===== config.mk =====
export PLATFORM = sky130hd
export DESIGN_NAME = fpu_add_scheduler
export DESIGN_NICKNAME = d
export VERILOG_FILES = /design/src/rtl/fpu_pkg.sv /design/src/rtl/fxp_add.sv /design/src/rtl/rr_arbiter.sv /design/src/rtl/fpu_add_scheduler.sv
export SDC_FILE = /design/constraint.sdc
export NUM_CORES = 1
export LEC_CHECK = 0
export CAP_MARGIN = 40
export CORE_MARGIN = 3
export CORE_UTILIZATION = 40
export CTS_CLUSTER_DIAMETER = 100
export DETAILED_ROUTE_END_ITERATION = 6
export HOLD_SLACK_MARGIN = 0.06
export PLACE_DENSITY = 0.75
export SKIP_LAST_GASP = 1
export SYNTH_ARGS = -nofsm -noshare
export SYNTH_HDL_FRONTEND = slang
export SYNTH_SLANG_ARGS = --single-unit

===== constraint.sdc =====
create_clock -name clk -period 6.1 [get_ports clk]
set_clock_uncertainty 0.05 [all_clocks]
set_input_delay 1.525 -clock clk [delete_from_list [all_inputs] [get_ports clk]]
set_output_delay 1.525 -clock clk [all_outputs]
set_load 0.01 [all_outputs]

===== src/rtl/fpu_pkg.sv =====
// Shared types and constants for the fixed-point add scheduler.
// Operands are sign-magnitude Q16.15: sign bit 31, integer bits 30:15, fraction bits 14:0.
package fpu_pkg;

    localparam int unsigned FRAC_BITS = 15;
    localparam int unsigned SIGN_BIT  = 31;

    typedef logic [31:0] fixed_t;

    typedef enum logic [1:0] {
        IDLE = 2'd0,
        EXEC = 2'd1,
        HOLD = 2'd2
    } state_t;

endpackage


===== src/rtl/fxp_add.sv =====
// Combinational sign-magnitude Q16.15 adder; magnitude wraps on overflow, zero is always positive.
module fxp_add
    import fpu_pkg::*;
(
    input  fixed_t a,
    input  fixed_t b,
    output fixed_t sum_c
);

    logic [SIGN_BIT-1:0] mag_a;
    logic [SIGN_BIT-1:0] mag_b;
    logic [SIGN_BIT-1:0] mag;
    logic                sign;

    always_comb begin
        mag_a = a[SIGN_BIT-1:0];
        mag_b = b[SIGN_BIT-1:0];
        mag   = '0;
        sign  = 1'b0;
        if (a[SIGN_BIT] == b[SIGN_BIT]) begin
            mag  = mag_a + mag_b;
            sign = a[SIGN_BIT];
        end else if (mag_a >= mag_b) begin
            mag  = mag_a - mag_b;
            sign = a[SIGN_BIT];
        end else begin
            mag  = mag_b - mag_a;
            sign = b[SIGN_BIT];
        end
        // Never produce negative zero.
        sum_c = {sign & (mag != '0), mag};
    end

endmodule


===== src/rtl/rr_arbiter.sv =====
// Round-robin arbiter: combinational one-hot grant, pointer moves past the winner on advance.
module rr_arbiter #(
    parameter  int unsigned N     = 4,
    localparam int unsigned IDX_W = $clog2(N)
) (
    input  logic             clk,
    input  logic             rst_n,
    input  logic [N-1:0]     req,
    input  logic             advance,
    output logic [N-1:0]     grant_c,
    output logic [IDX_W-1:0] grant_id_c
);

    logic [IDX_W-1:0] ptr;

    // Scan from the pointer upward, wrapping, and take the first asserted request.
    always_comb begin
        int   idx;
        logic found;
        idx        = 0;
        found      = 1'b0;
        grant_c    = '0;
        grant_id_c = '0;
        for (int k = 0; k < int'(N); k++) begin
            idx = (int'(ptr) + k) % int'(N);
            if (!found && req[IDX_W'(idx)]) begin
                found                  = 1'b1;
                grant_c[IDX_W'(idx)]   = 1'b1;
                grant_id_c             = IDX_W'(idx);
            end
        end
    end

    always_ff @(posedge clk or negedge rst_n) begin
        if (!rst_n) begin
            ptr <= '0;
        end else if (advance) begin
            ptr <= (grant_id_c == IDX_W'(N - 1)) ? '0 : grant_id_c + IDX_W'(1);
        end
    end

endmodule


===== src/rtl/fpu_add_scheduler.sv =====
// Shares one fixed-point adder among NUM_REQ requesters: round-robin accept, one-cycle
// execute, then hold the result until the owning requester takes it.
module fpu_add_scheduler
    import fpu_pkg::*;
#(
    parameter int unsigned NUM_REQ = 4,
    parameter int unsigned CNT_W   = 16
) (
    input  logic                       clk,
    input  logic                       rst_n,
    input  logic   [NUM_REQ-1:0]       req_valid,
    output logic   [NUM_REQ-1:0]       req_ready,
    input  fixed_t [NUM_REQ-1:0]       req_a,
    input  fixed_t [NUM_REQ-1:0]       req_b,
    output logic   [NUM_REQ-1:0]       rsp_valid,
    input  logic   [NUM_REQ-1:0]       rsp_ready,
    output fixed_t                     rsp_result,
    output logic                       busy,
    output logic   [CNT_W-1:0]         done_count
);

    localparam int unsigned IDX_W = $clog2(NUM_REQ);

    state_t             state, state_next;
    fixed_t             op_a, op_a_next;
    fixed_t             op_b, op_b_next;
    logic [IDX_W-1:0]   id, id_next;
    fixed_t             result_next;
    logic [CNT_W-1:0]   count_next;
    logic [NUM_REQ-1:0] rsp_valid_next;
    logic               accept;
    logic [NUM_REQ-1:0] grant_c;
    logic [IDX_W-1:0]   grant_id_c;
    fixed_t             sum_c;

    rr_arbiter #(.N(NUM_REQ)) u_arb (
        .clk        (clk),
        .rst_n      (rst_n),
        .req        (req_valid),
        .advance    (accept),
        .grant_c    (grant_c),
        .grant_id_c (grant_id_c)
    );

    fxp_add u_add (
        .a     (op_a),
        .b     (op_b),
        .sum_c (sum_c)
    );

    always_comb begin
        state_next     = state;
        op_a_next      = op_a;
        op_b_next      = op_b;
        id_next        = id;
        result_next    = rsp_result;
        count_next     = done_count;
        accept         = 1'b0;
        req_ready      = '0;
        rsp_valid_next = '0;
        case (state)
            IDLE: begin
                req_ready = grant_c;
                if (|(req_valid & grant_c)) begin
                    accept     = 1'b1;
                    op_a_next  = req_a[grant_id_c];
                    op_b_next  = req_b[grant_id_c];
                    id_next    = grant_id_c;
                    state_next = EXEC;
                end
            end
            EXEC: begin
                result_next = sum_c;
                state_next  = HOLD;
            end
            HOLD: begin
                // Only the owner's ready completes the handshake.
                if (rsp_ready[id]) begin
                    count_next = done_count + CNT_W'(1);
                    state_next = IDLE;
                end
            end
            default: state_next = IDLE;
        endcase
        if (state_next == HOLD) begin
            rsp_valid_next = NUM_REQ'(1) << id_next;
        end
    end

    always_ff @(posedge clk or negedge rst_n) begin
        if (!rst_n) begin
            state      <= IDLE;
            op_a       <= '0;
            op_b       <= '0;
            id         <= '0;
            rsp_result <= '0;
            done_count <= '0;
            rsp_valid  <= '0;
            busy       <= 1'b0;
        end else begin
            state      <= state_next;
            op_a       <= op_a_next;
            op_b       <= op_b_next;
            id         <= id_next;
            rsp_result <= result_next;
            done_count <= count_next;
            rsp_valid  <= rsp_valid_next;
            busy       <= (state_next != IDLE);
        end
    end

endmodule


==> impl_metrics.tcl, run 1 <==
set metrics [dict create \
    antenna_found_initial 0 \
    path_class "in2out" \
    drv_slew 0 \
    rrSetupSlack_ns 1.54 \
    finalSetupViolations 0 \
    max_freq_mhz 174 \
    mostFrequentLayoutCells "clkdlybuf4s50_1, nand2_1, dfrtp_1" \
    grt_pass1_vias 11641 \
    hpwl_um 32400 \
    outcome "completed" \
    drc 0 \
    clkSinkCount 123 \
    critPathMaxFanout 7 \
    syn_nets 1731 \
    postCtsHoldBufs 0 \
    path_cells "clkdlybuf4s50_1, mux4_2, a211oi_2, buf_4, a32oi_1, a311oi_1, buf_4, clkdlybuf4s50_1" \
    postCtsResizedCells 0 \
    tightest_slew_ns 0.900 \
    die_w_um 179 \
    ys_warn_count 0 \
    synth_xor_xnor_area_share_pct 3.29 \
    firstDrtPassIters 5 \
    die_area_sq_um 32100 \
    port-buffer-count 322 \
    root_buffer "clkbuf_16" \
    drive_above_1_share_pct 9.87 \
    critical_path_required_ns 4.53 \
    grt.overflow.total 0 \
    cts_setup_buffers 0 \
    startpoint "req_valid[3]" \
    drt_iter0_markers 1121 \
    async_flop_share_pct 100 \
    clockBufferDepth 2 \
    rsz0062_at_grt "false" \
    routed_wl_um 40300 \
    cap_violations 0 \
    synth.mux.area_fraction_pct 14.7 \
    final_nets 2005 \
    rr_worst_depth 13 \
    synth_top_family_by_area "compound AO/OA/AOI/OAI gates" \
    cts_made_buffers 17 \
    startpoint_type "input pin" \
    maxSlewHeadroom_pct 40.0 \
    crit_end "req_ready[2]" \
    endpoint_kind "output port" \
    crit_arrival_ns 4.18 \
    via_per_inst 5.78 \
    yosysSeqAreaShare_pct 25.7 \
    yosys.area_share.simple_pct 15.7 \
    initial_core_util_pct 41.2 \
    grt_pass1_wl_um 62700 \
    synth_compound_area_share_pct 22.2 \
    cts_tree "yes" \
    area_delta_synth_final_pct 34.1 \
    layout_commonest_cell "clkdlybuf4s50_1" \
    ant_nets 0 \
    synth_top_area_share_pct 25.7 \
    vias 11715 \
    ctsHtreeMaxLevel 4 \
    syn_area_sq_um 12000 \
    synthDistinctLibCells 92 \
    fp-row-count 62 \
    critPathMaxStageDelay_ns 0.56 \
    ios 323 \
    routabilityCongestion 0.979 \
    ys.flop_type "dfrtp_1" \
    post-route-period-util_pct 94.4 \
    clkTransAtPathRegs_ns 0.07 \
    die_y_um 179 \
    grt_use_total_pct 24.9 \
    slowest_stage "clkdlybuf4s50_1" \
    grt_max_degree 65 \
    clk_latency_ns 0.42 \
    ys_ff_latch 123 \
    r2r-end "rsp_result[31]" \
    finalHoldViolCount 0 \
    synth-edff-count 0 \
    synth_area_per_cell_sq_um 8.84 \
    wire_per_inst_um 19.9 \
    synthTopCellsByArea "dfrtp_1, mux4_2, ha_1" \
    fill_cells 2637 \
    netlist_instances 1355 \
    fin_crit_ns 5.76 \
    yosys.area_share.adder_pct 11.7 \
    yosysTopAreaCell "dfrtp_1" \
    reg2reg_from "op_a[25]" \
    setup_tns_ns 0 \
    antennaDiodeCount 0 \
    hold_path_class "reg2reg" \
    core_sq_um 29100 \
]
## synthesized netlist by cell type (all sizes together) (12+ instances only)
library cell and instances:
nand2 151, o21ai 141, dfrtp 123, a21oi 113, ha 107, inv 99, nor2 72, mux4 66
buf 53, xnor2 37, nor3 36, clkbuf 28, nand4 28, nand3 23, a21o 19, a31oi 18
o211ai 18, mux2 16, a211oi 12, nand2b 12, o31ai 12
## routing by layer
metal | global-route usage, % | vias to the layer above | wire, um
met5 | 0 | - | 0
met4 | 5.97 | 0 | 675
met3 | 6.27 | 60 | 3470
met2 | 38.6 | 516 | 18500
met1 | 34.8 | 5631 | 17700
li1 | - | 5508 | -
## cells by family after synthesis
family,Yosys count
flops,123
buf+inv,181
xor+xnor,45
fa+ha+maj,110
compound gates,417
mux,92
simple gates,387
## metrics by stage
| step | setup slack [ns] | hold WS [ns] | util [%] | area [sq um] | std cells |
|---|---|---|---|---|---|
| 6_report | 0.342 | 0.426 | 55.2 | 16100 | 2026 |
| 5_1_grt | 0.245 | 0.452 | 55.2 | 16100 | 2026 |
| 4_1_cts | 0.355 | 0.433 | 55.2 | 16100 | 2026 |
| 3_5_place_dp | 0.389 | 0.420 | 53.1 | 15500 | 1994 |
| 3_3_place_gp | 0.413 | 0.411 | 53.1 | 15400 | 1993 |
| 2_1_floorplan | 1.34 | 0.415 | - | 12000 | 1355 |
## flip-flops by register name, indices dropped and copies added (netlist names), named ones only
| name | flops |
|---|---|
| busy | 1 |
| done_count | 16 |
| id | 2 |
| op_a | 32 |
| op_b | 32 |
| rsp_result | 32 |
| rsp_valid | 4 |
| state | 2 |
| u_arb.ptr | 1 |
## worst min-delay path by stage
stage / start / endpoint / slack (ns) / cells past startpoint
after floorplan: op_a[30] / op_a[30] / 0.41 / 1
after global placement: rsp_result[23] / rsp_result[23] / 0.41 / 2
after detailed placement: rsp_result[29] / rsp_result[29] / 0.42 / 2
after CTS: done_count[15] / done_count[15] / 0.43 / 1
after global routing: rsp_result[29] / rsp_result[29] / 0.45 / 2
final: done_count[15] / done_count[15] / 0.43 / 1
## final cells by class
cell class              count  area [sq um]  share of cell area [%]
multi-input cells        1051          8150                    50.7
inverters                 100           375                    2.34
clock inverters            15           186                    1.16
well taps                 384           480                    2.99
flip-flops and latches    123          3080                    19.2
clock buffers              17           425                    2.65
repair buffers            336          3380                    21.0
## critical path: cells and delay by family
family                 cells  cell delay, ns
buffers and inverters      4            1.46
AOI/OAI and AO/OA          3            0.64
muxes                      1            0.56
Power of run 1 is not shown: default switching activity piles up to over one toggle a cycle in this logic, so the estimate is an artifact.
==> run 2, diff against run 1 <==
Settings changed: CTS_CLUSTER_SIZE from default to 8.
==> results of run 2 <==
No change in the layout: final DEF, timing and power equal those of run 1.
Power of run 2 is left out for the same reason.
